[src/rtl/systolic_seq_if.sv]
// systolic_seq_if: host <-> systolic sequencer control/status bundle.
// master = host side, slave = sequencer side.
interface systolic_seq_if #(
   parameter int ADDR_W = 7,
   parameter int CYC_W  = 9,
   parameter int IDX_W  = 6,
   parameter int SET_W  = 2
);
   logic              tpu_start;
   logic [IDX_W-1:0]  cfg_last_idx;
   logic [SET_W-1:0]  cfg_last_set;
   logic              stall;
   logic              abort;
   logic              sram_write_enable;
   logic [ADDR_W-1:0] addr_serial_num;
   logic              alu_start;
   logic [CYC_W-1:0]  cycle_num;
   logic [IDX_W-1:0]  matrix_index;
   logic [SET_W-1:0]  data_set;
   logic              busy;
   logic              tpu_done;
   modport master (
      output tpu_start, cfg_last_idx, cfg_last_set, stall, abort,
      input  sram_write_enable, addr_serial_num, alu_start, cycle_num,
             matrix_index, data_set, busy, tpu_done
   );
   modport slave (
      input  tpu_start, cfg_last_idx, cfg_last_set, stall, abort,
      output sram_write_enable, addr_serial_num, alu_start, cycle_num,
             matrix_index, data_set, busy, tpu_done
   );
endinterface

[src/rtl/systolic_seq_ctrl.sv]
// systolic_seq_ctrl: IDLE/LOAD/WAIT/ROLL sequencer driving systolic shift and output write-out.
// Define SYSCTRL_STALL_EN to let stall freeze the ROLL phase; otherwise stall is ignored.
module systolic_seq_ctrl #(
   parameter int ARRAY_SIZE = 16,
   parameter int ADDR_W     = 7,
   parameter int CYC_W      = 9,
   parameter int IDX_W      = 6,
   parameter int SET_W      = 2
) (
   input logic           clk,
   input logic           srstn,
   systolic_seq_if.slave bus
);
   localparam logic [1:0] IDLE = 2'd0, LOAD = 2'd1, WAIT = 2'd2, ROLL = 2'd3;
   localparam logic [CYC_W-1:0] WIN = CYC_W'(ARRAY_SIZE + 1);
   logic [1:0]        state;
   logic [IDX_W-1:0]  last_idx, idx;
   logic [SET_W-1:0]  last_set, set;
   logic [ADDR_W-1:0] addr;
   logic [CYC_W-1:0]  cyc;
   logic              done, stl, run, wr, fin;
`ifdef SYSCTRL_STALL_EN
   assign stl = bus.stall;
`else
   assign stl = 1'b0;
`endif
   assign run = state == ROLL && !stl;
   assign wr  = run && cyc >= WIN;
   assign fin = wr && idx == last_idx && set == last_set;
   assign bus.alu_start         = run;
   assign bus.sram_write_enable = wr;
   assign bus.busy              = state != IDLE;
   assign bus.addr_serial_num   = addr;
   assign bus.cycle_num         = cyc;
   assign bus.matrix_index      = idx;
   assign bus.data_set          = set;
   assign bus.tpu_done          = done;
   always_ff @(posedge clk or negedge srstn)
      if (!srstn) begin
         state    <= IDLE;
         last_idx <= '0;
         last_set <= '0;
         addr     <= '0;
         cyc      <= '0;
         idx      <= '0;
         set      <= '0;
         done     <= 1'b0;
      end else begin
         done <= 1'b0;
         if (state == IDLE) begin
            if (bus.tpu_start) begin
               state    <= LOAD;
               last_idx <= bus.cfg_last_idx;
               last_set <= bus.cfg_last_set;
               addr     <= '0;
               cyc      <= '0;
               idx      <= '0;
               set      <= '0;
            end
         end else if (bus.abort) begin
            state <= IDLE;
            addr  <= '0;
            cyc   <= '0;
            idx   <= '0;
            set   <= '0;
         end else if (state == LOAD) begin
            state <= WAIT;
            addr  <= ADDR_W'(1);
         end else if (state == WAIT) begin
            state <= ROLL;
            addr  <= ADDR_W'(2);
            cyc   <= '0;
         end else if (fin) begin
            // final write: counters keep their last values for inspection in IDLE
            state <= IDLE;
            done  <= 1'b1;
         end else if (run) begin
            addr <= addr == '1 ? addr : addr + ADDR_W'(1);
            cyc  <= cyc == '1 ? cyc : cyc + CYC_W'(1);
            if (wr) begin
               idx <= idx == last_idx ? '0 : idx + IDX_W'(1);
               set <= idx == last_idx ? set + SET_W'(1) : set;
            end
         end
      end
endmodule

[src/flat_wrapper.sv]
// flat-port wrapper written by rule: the top's interface ports become plain ports
module systolic_seq_ctrl_flat 
#(
   parameter int ARRAY_SIZE = 16,
   parameter int ADDR_W     = 7,
   parameter int CYC_W      = 9,
   parameter int IDX_W      = 6,
   parameter int SET_W      = 2
)
  (clk, srstn, bus_tpu_start, bus_cfg_last_idx, bus_cfg_last_set, bus_stall, bus_abort, bus_sram_write_enable, bus_addr_serial_num, bus_alu_start, bus_cycle_num, bus_matrix_index, bus_data_set, bus_busy, bus_tpu_done);
  systolic_seq_if #(.ADDR_W(ADDR_W), .CYC_W(CYC_W), .IDX_W(IDX_W), .SET_W(SET_W)) bus_i ();
  input logic clk;
  input logic srstn;
  input wire logic [$bits(bus_i.tpu_start)-1:0] bus_tpu_start;
  input wire logic [$bits(bus_i.cfg_last_idx)-1:0] bus_cfg_last_idx;
  input wire logic [$bits(bus_i.cfg_last_set)-1:0] bus_cfg_last_set;
  input wire logic [$bits(bus_i.stall)-1:0] bus_stall;
  input wire logic [$bits(bus_i.abort)-1:0] bus_abort;
  output wire logic [$bits(bus_i.sram_write_enable)-1:0] bus_sram_write_enable;
  output wire logic [$bits(bus_i.addr_serial_num)-1:0] bus_addr_serial_num;
  output wire logic [$bits(bus_i.alu_start)-1:0] bus_alu_start;
  output wire logic [$bits(bus_i.cycle_num)-1:0] bus_cycle_num;
  output wire logic [$bits(bus_i.matrix_index)-1:0] bus_matrix_index;
  output wire logic [$bits(bus_i.data_set)-1:0] bus_data_set;
  output wire logic [$bits(bus_i.busy)-1:0] bus_busy;
  output wire logic [$bits(bus_i.tpu_done)-1:0] bus_tpu_done;
  assign bus_i.tpu_start = bus_tpu_start;
  assign bus_i.cfg_last_idx = bus_cfg_last_idx;
  assign bus_i.cfg_last_set = bus_cfg_last_set;
  assign bus_i.stall = bus_stall;
  assign bus_i.abort = bus_abort;
  assign bus_sram_write_enable = bus_i.sram_write_enable;
  assign bus_addr_serial_num = bus_i.addr_serial_num;
  assign bus_alu_start = bus_i.alu_start;
  assign bus_cycle_num = bus_i.cycle_num;
  assign bus_matrix_index = bus_i.matrix_index;
  assign bus_data_set = bus_i.data_set;
  assign bus_busy = bus_i.busy;
  assign bus_tpu_done = bus_i.tpu_done;
  systolic_seq_ctrl #(.ARRAY_SIZE(ARRAY_SIZE), .ADDR_W(ADDR_W), .CYC_W(CYC_W), .IDX_W(IDX_W), .SET_W(SET_W)) u_core (.clk(clk), .srstn(srstn), .bus(bus_i));
endmodule
[config.mk]
export PLATFORM = sky130hd
export DESIGN_NAME = systolic_seq_ctrl_flat
export DESIGN_NICKNAME = d
export VERILOG_FILES = /design/src/rtl/systolic_seq_if.sv /design/src/rtl/systolic_seq_ctrl.sv /design/src/flat_wrapper.sv
export SDC_FILE = /design/constraint.sdc
export NUM_CORES = 1
export LEC_CHECK = 0
export CORE_MARGIN = 5
export CORE_UTILIZATION = 50
export CTS_BUF_LIST = sky130_fd_sc_hd__clkbuf_8
export CTS_CLUSTER_DIAMETER = 50
export DETAILED_ROUTE_END_ITERATION = 16
export PLACE_DENSITY = 0.77
export REMOVE_ABC_BUFFERS = 1
export SKIP_LAST_GASP = 1
export SLEW_MARGIN = 20
export SYNTH_ARGS = -nofsm -noshare
export SYNTH_HDL_FRONTEND = slang
export SYNTH_SLANG_ARGS = --single-unit
[constraint.sdc]
create_clock -name clk -period 5.4 [get_ports clk]
set_input_delay 1.08 -clock clk [delete_from_list [all_inputs] [get_ports clk]]
set_output_delay 1.08 -clock clk [all_outputs]
set_load 0.05 [all_outputs]
==> summary.md <==
| Metric | Value |
|---|---|
| Outcome | `completed` |
| Initial antenna violation count | `0` |
| Post-synth EDFFs | `0` |
| Slew HR | `0.4688` |
| Drt total wl | `slightly below 5000 um` |
| Core Area | `approximately 4100 um2` |
| Post-CTS setup buffers | `0` |
| Top sig layer | `met4` |
| #FFs+latches synth | `35` |
| CP required | `roughly 4.3 ns` |
| CP max FO | `8` |
| Clk_lat worst skew | `~0.29 ns` |
| Ys Warns | `0` |
| Type of the most critical hold path | `reg -> reg` |
| DR WL met2 | `between 2000 and 2500 um` |
| MaxCap Viol Count | `0` |
| Register area share after synthesis | `0.4144` |
| DIE HEIGHT | `~75 um` |
| Num rows | `23` |
| Power Dens Cells | `around 410 nW/um2` |
| Worst EP arrival | `~2.5 ns` |
| CTS tree | `yes` |
| Kind of critical path | `reg -> out` |
| Met3 wire length | `a little under 300 um` |
| CTS Hold Bufs | `0` |
| Final RePlAce weighted congestion | `between 0.8 and 0.9` |
| Die area | `about 5600 um2` |
| IO Count | `41` |
| Final setup violating endpoints | `0` |
| Horiz. Die Dim | `between 70 and 80 um` |
| M1 wire length | `2253 um` |
| Area occupied by multi-input gates | `1150 um2` |
| Total gr overflow | `0` |
| DP HPWL | `~3500 um` |
| Filler cells | `~330` |
| Starting Density | `0.5208` |
| Port bufs | `39` |
| Hold Slack | `approximately 0.53 ns` |
| Final antenna-violating net count | `0` |
| RSZ-0062 raised after global routing | `no` |
| First-pass DRT Iterations | `4` |
| DRC Markers | `0` |
| Primary FF master, synth | `dfrtp_1` |
| Largest net degree at the start of global routing | `36` |
| Final worst path period need | `3.549 ns` |
| Clock Sinks | `35` |
| Setup crit end kind | `output port` |
| Sum Neg Setup Slack | `0 ns` |
| Worst Tran Pin Value | `about 0.79 ns` |
| Via Count | `around 1800` |
| CTS resizes | `0` |
| Vias in the first global route | `between 1500 and 2000` |
| Reg clk slew, reported paths | `approximately 0.070 ns` |
| DR WL/cell | `between 15 and 20 um` |
| CP startpoint kind | `register` |
| Area Growth Syn to Fin | `24.51%` |
| Global-route wire length before repair | `8169 um` |
| Fin crit share | `0.6572` |
| Max rail drop VDD | `between 0.2 and 0.25 mV` |
| Clock Path Buffers | `2` |
| Average cell area after synthesis | `around 9.4 um2` |
| H-tree Lvls | `2` |
| P_leak | `~1.1 nW` |
| Root Driver | `clkbuf_8` |
| FF/Latch Area | `875.8 um2` |
| Async set or reset register ratio after synthesis | `1.000` |
| NumNets Final | `about 290` |
| Mapped Cells | `between 200 and 250` |
| Diodes inserted | `0` |
| Peak Freq | `about 280 MHz` |
| Synthesized area | `between 2000 and 2500 um2` |
| Drt via density | `slightly below 6` |
| Clock buffers created by TritonCTS | `5` |
| Slew Limit Fails | `0` |
| Hold Vio Cnt, Final | `0` |
| DR iter-0 viols | `around 210` |
| Clock skew | `around 0.010 ns` |
| Global Route Usage Sum | `0.1883` |
| Share of layout cells above drive strength 1 | `0.09434` |
| Netlist cell types | `~50` |
## layer usage
metal  vias to the layer above  GRT usage
met1                       850     0.2710
met4                         0    0.04743
met2                        59     0.2834
met3                         8    0.04806
li1                        921          -
met5                         -          0
## power by group
part / switching, mW / leakage (nW) / internal [mW] / total (mW)
Clock: 0.0941 / 0.0557 / 0.115 / 0.209
Sequential: 0.0496 / 0.466 / 0.314 / 0.364
Combinational: 0.316 / 0.577 / 0.193 / 0.509
Total: 0.459 / 1.10 / 0.622 / 1.08
## cell families after synthesis
kind of cell               share of synthesized area
AOI/OAI and AO/OA                             0.1699
buffers and inverters                        0.04381
xor gates and xnor gates                     0.03316
DFF                                           0.4144
adders and majority gates                    0.05921
and+or+nand+nor                               0.2268
muxes                                        0.05270
## path summary, 6_finish.rpt
check                                         from                             to  slack, ns  depth (start not counted)
max reg2reg                        u_core.state[0]  u_core.bus.addr_serial_num[2]       2.47                          8
max                        u_core.bus.cycle_num[3]          bus_sram_write_enable       1.85                          5
max in group asynchronous                    srstn  u_core.bus.addr_serial_num[2]       3.89                          2
min in group asynchronous                    srstn        u_core.bus.cycle_num[7]       1.18                          2
min reg2reg                     u_core.last_idx[0]             u_core.last_idx[0]       0.53                          1
min                             u_core.last_idx[0]             u_core.last_idx[0]       0.53                          1
## state kept, by name, indices dropped and copies added, names as in the netlist
register,cells
u_core.bus.tpu_done,1
u_core.last_set,2
u_core.last_idx,6
u_core.bus.matrix_index,6
u_core.bus.data_set,2
u_core.state,2
u_core.bus.cycle_num,9
u_core.bus.addr_serial_num,7
## cells in the mapped netlist, drive strengths merged, types with 3 or more instances
cell    number  area (um2)
nor2         9       33.78
o211ai       5       37.54
or3          4       25.02
o22ai        6       37.54
inv         12       45.04
nor3         6       30.03
ha          10       125.1
mux2         9       101.4
nand3b       4       30.03
nand4        3       18.77
nor2b        3       21.27
or2          4       25.03
a21oi       11       55.05
nand3       17       85.08
dfrtp       35       875.8
nand2       17       63.81
buf          4       32.53
or4         10       78.82
and3         3       18.77
xnor2        6       52.55
o21ai       15       78.83
clkbuf       4       15.01
## area by class of cell
cell class              count  area share
clock buffers               7     0.03661
clock inverters             1    0.001427
inverters                  12     0.01712
multi-input cells         170      0.4370
flip-flops and latches     35      0.3329
well taps                  50     0.02378
repair buffers             40      0.1512
## stage by stage
| step | utilization | power, mW | cell area [um2] | cells | setup WS, ns |
|---|---|---|---|---|---|
| 2_1_floorplan | - | 0.7238 | 2066 | 217 | 2.557 |
| 3_3_place_gp | 0.6226 | 0.8561 | 2526 | 307 | 1.748 |
| 3_5_place_dp | 0.6226 | 0.8617 | 2526 | 307 | 1.746 |
| 4_1_cts | 0.6472 | 1.070 | 2626 | 315 | 1.845 |
| 5_1_grt | 0.6485 | 1.147 | 2631 | 315 | 1.723 |
| 6_report | 0.6485 | 1.081 | 2631 | 315 | 1.851 |
## critical path, stage by stage, from the launching register on
cell             delay, ns
dfrtp_1               0.46
or4_4                 0.55
o21a_1                0.19
o21ai_2               0.19
inv_1                 0.09
clkdlybuf4s50_1       0.71
## cells in the final DEF (no fill, tap or decap), types with 9 or more instances in the layout
| cell type | n |
|---|---|
| inv_1 | 13 |
| o21ai_0 | 12 |
| or4_1 | 9 |
| clkdlybuf4s50_1 | 39 |
| a21oi_1 | 11 |
| dfrtp_1 | 35 |
| nand2_1 | 17 |
| nor2_1 | 9 |
| nand3_1 | 17 |
| ha_1 | 10 |
| mux2_2 | 9 |
(Power assumes the default switching activity.)
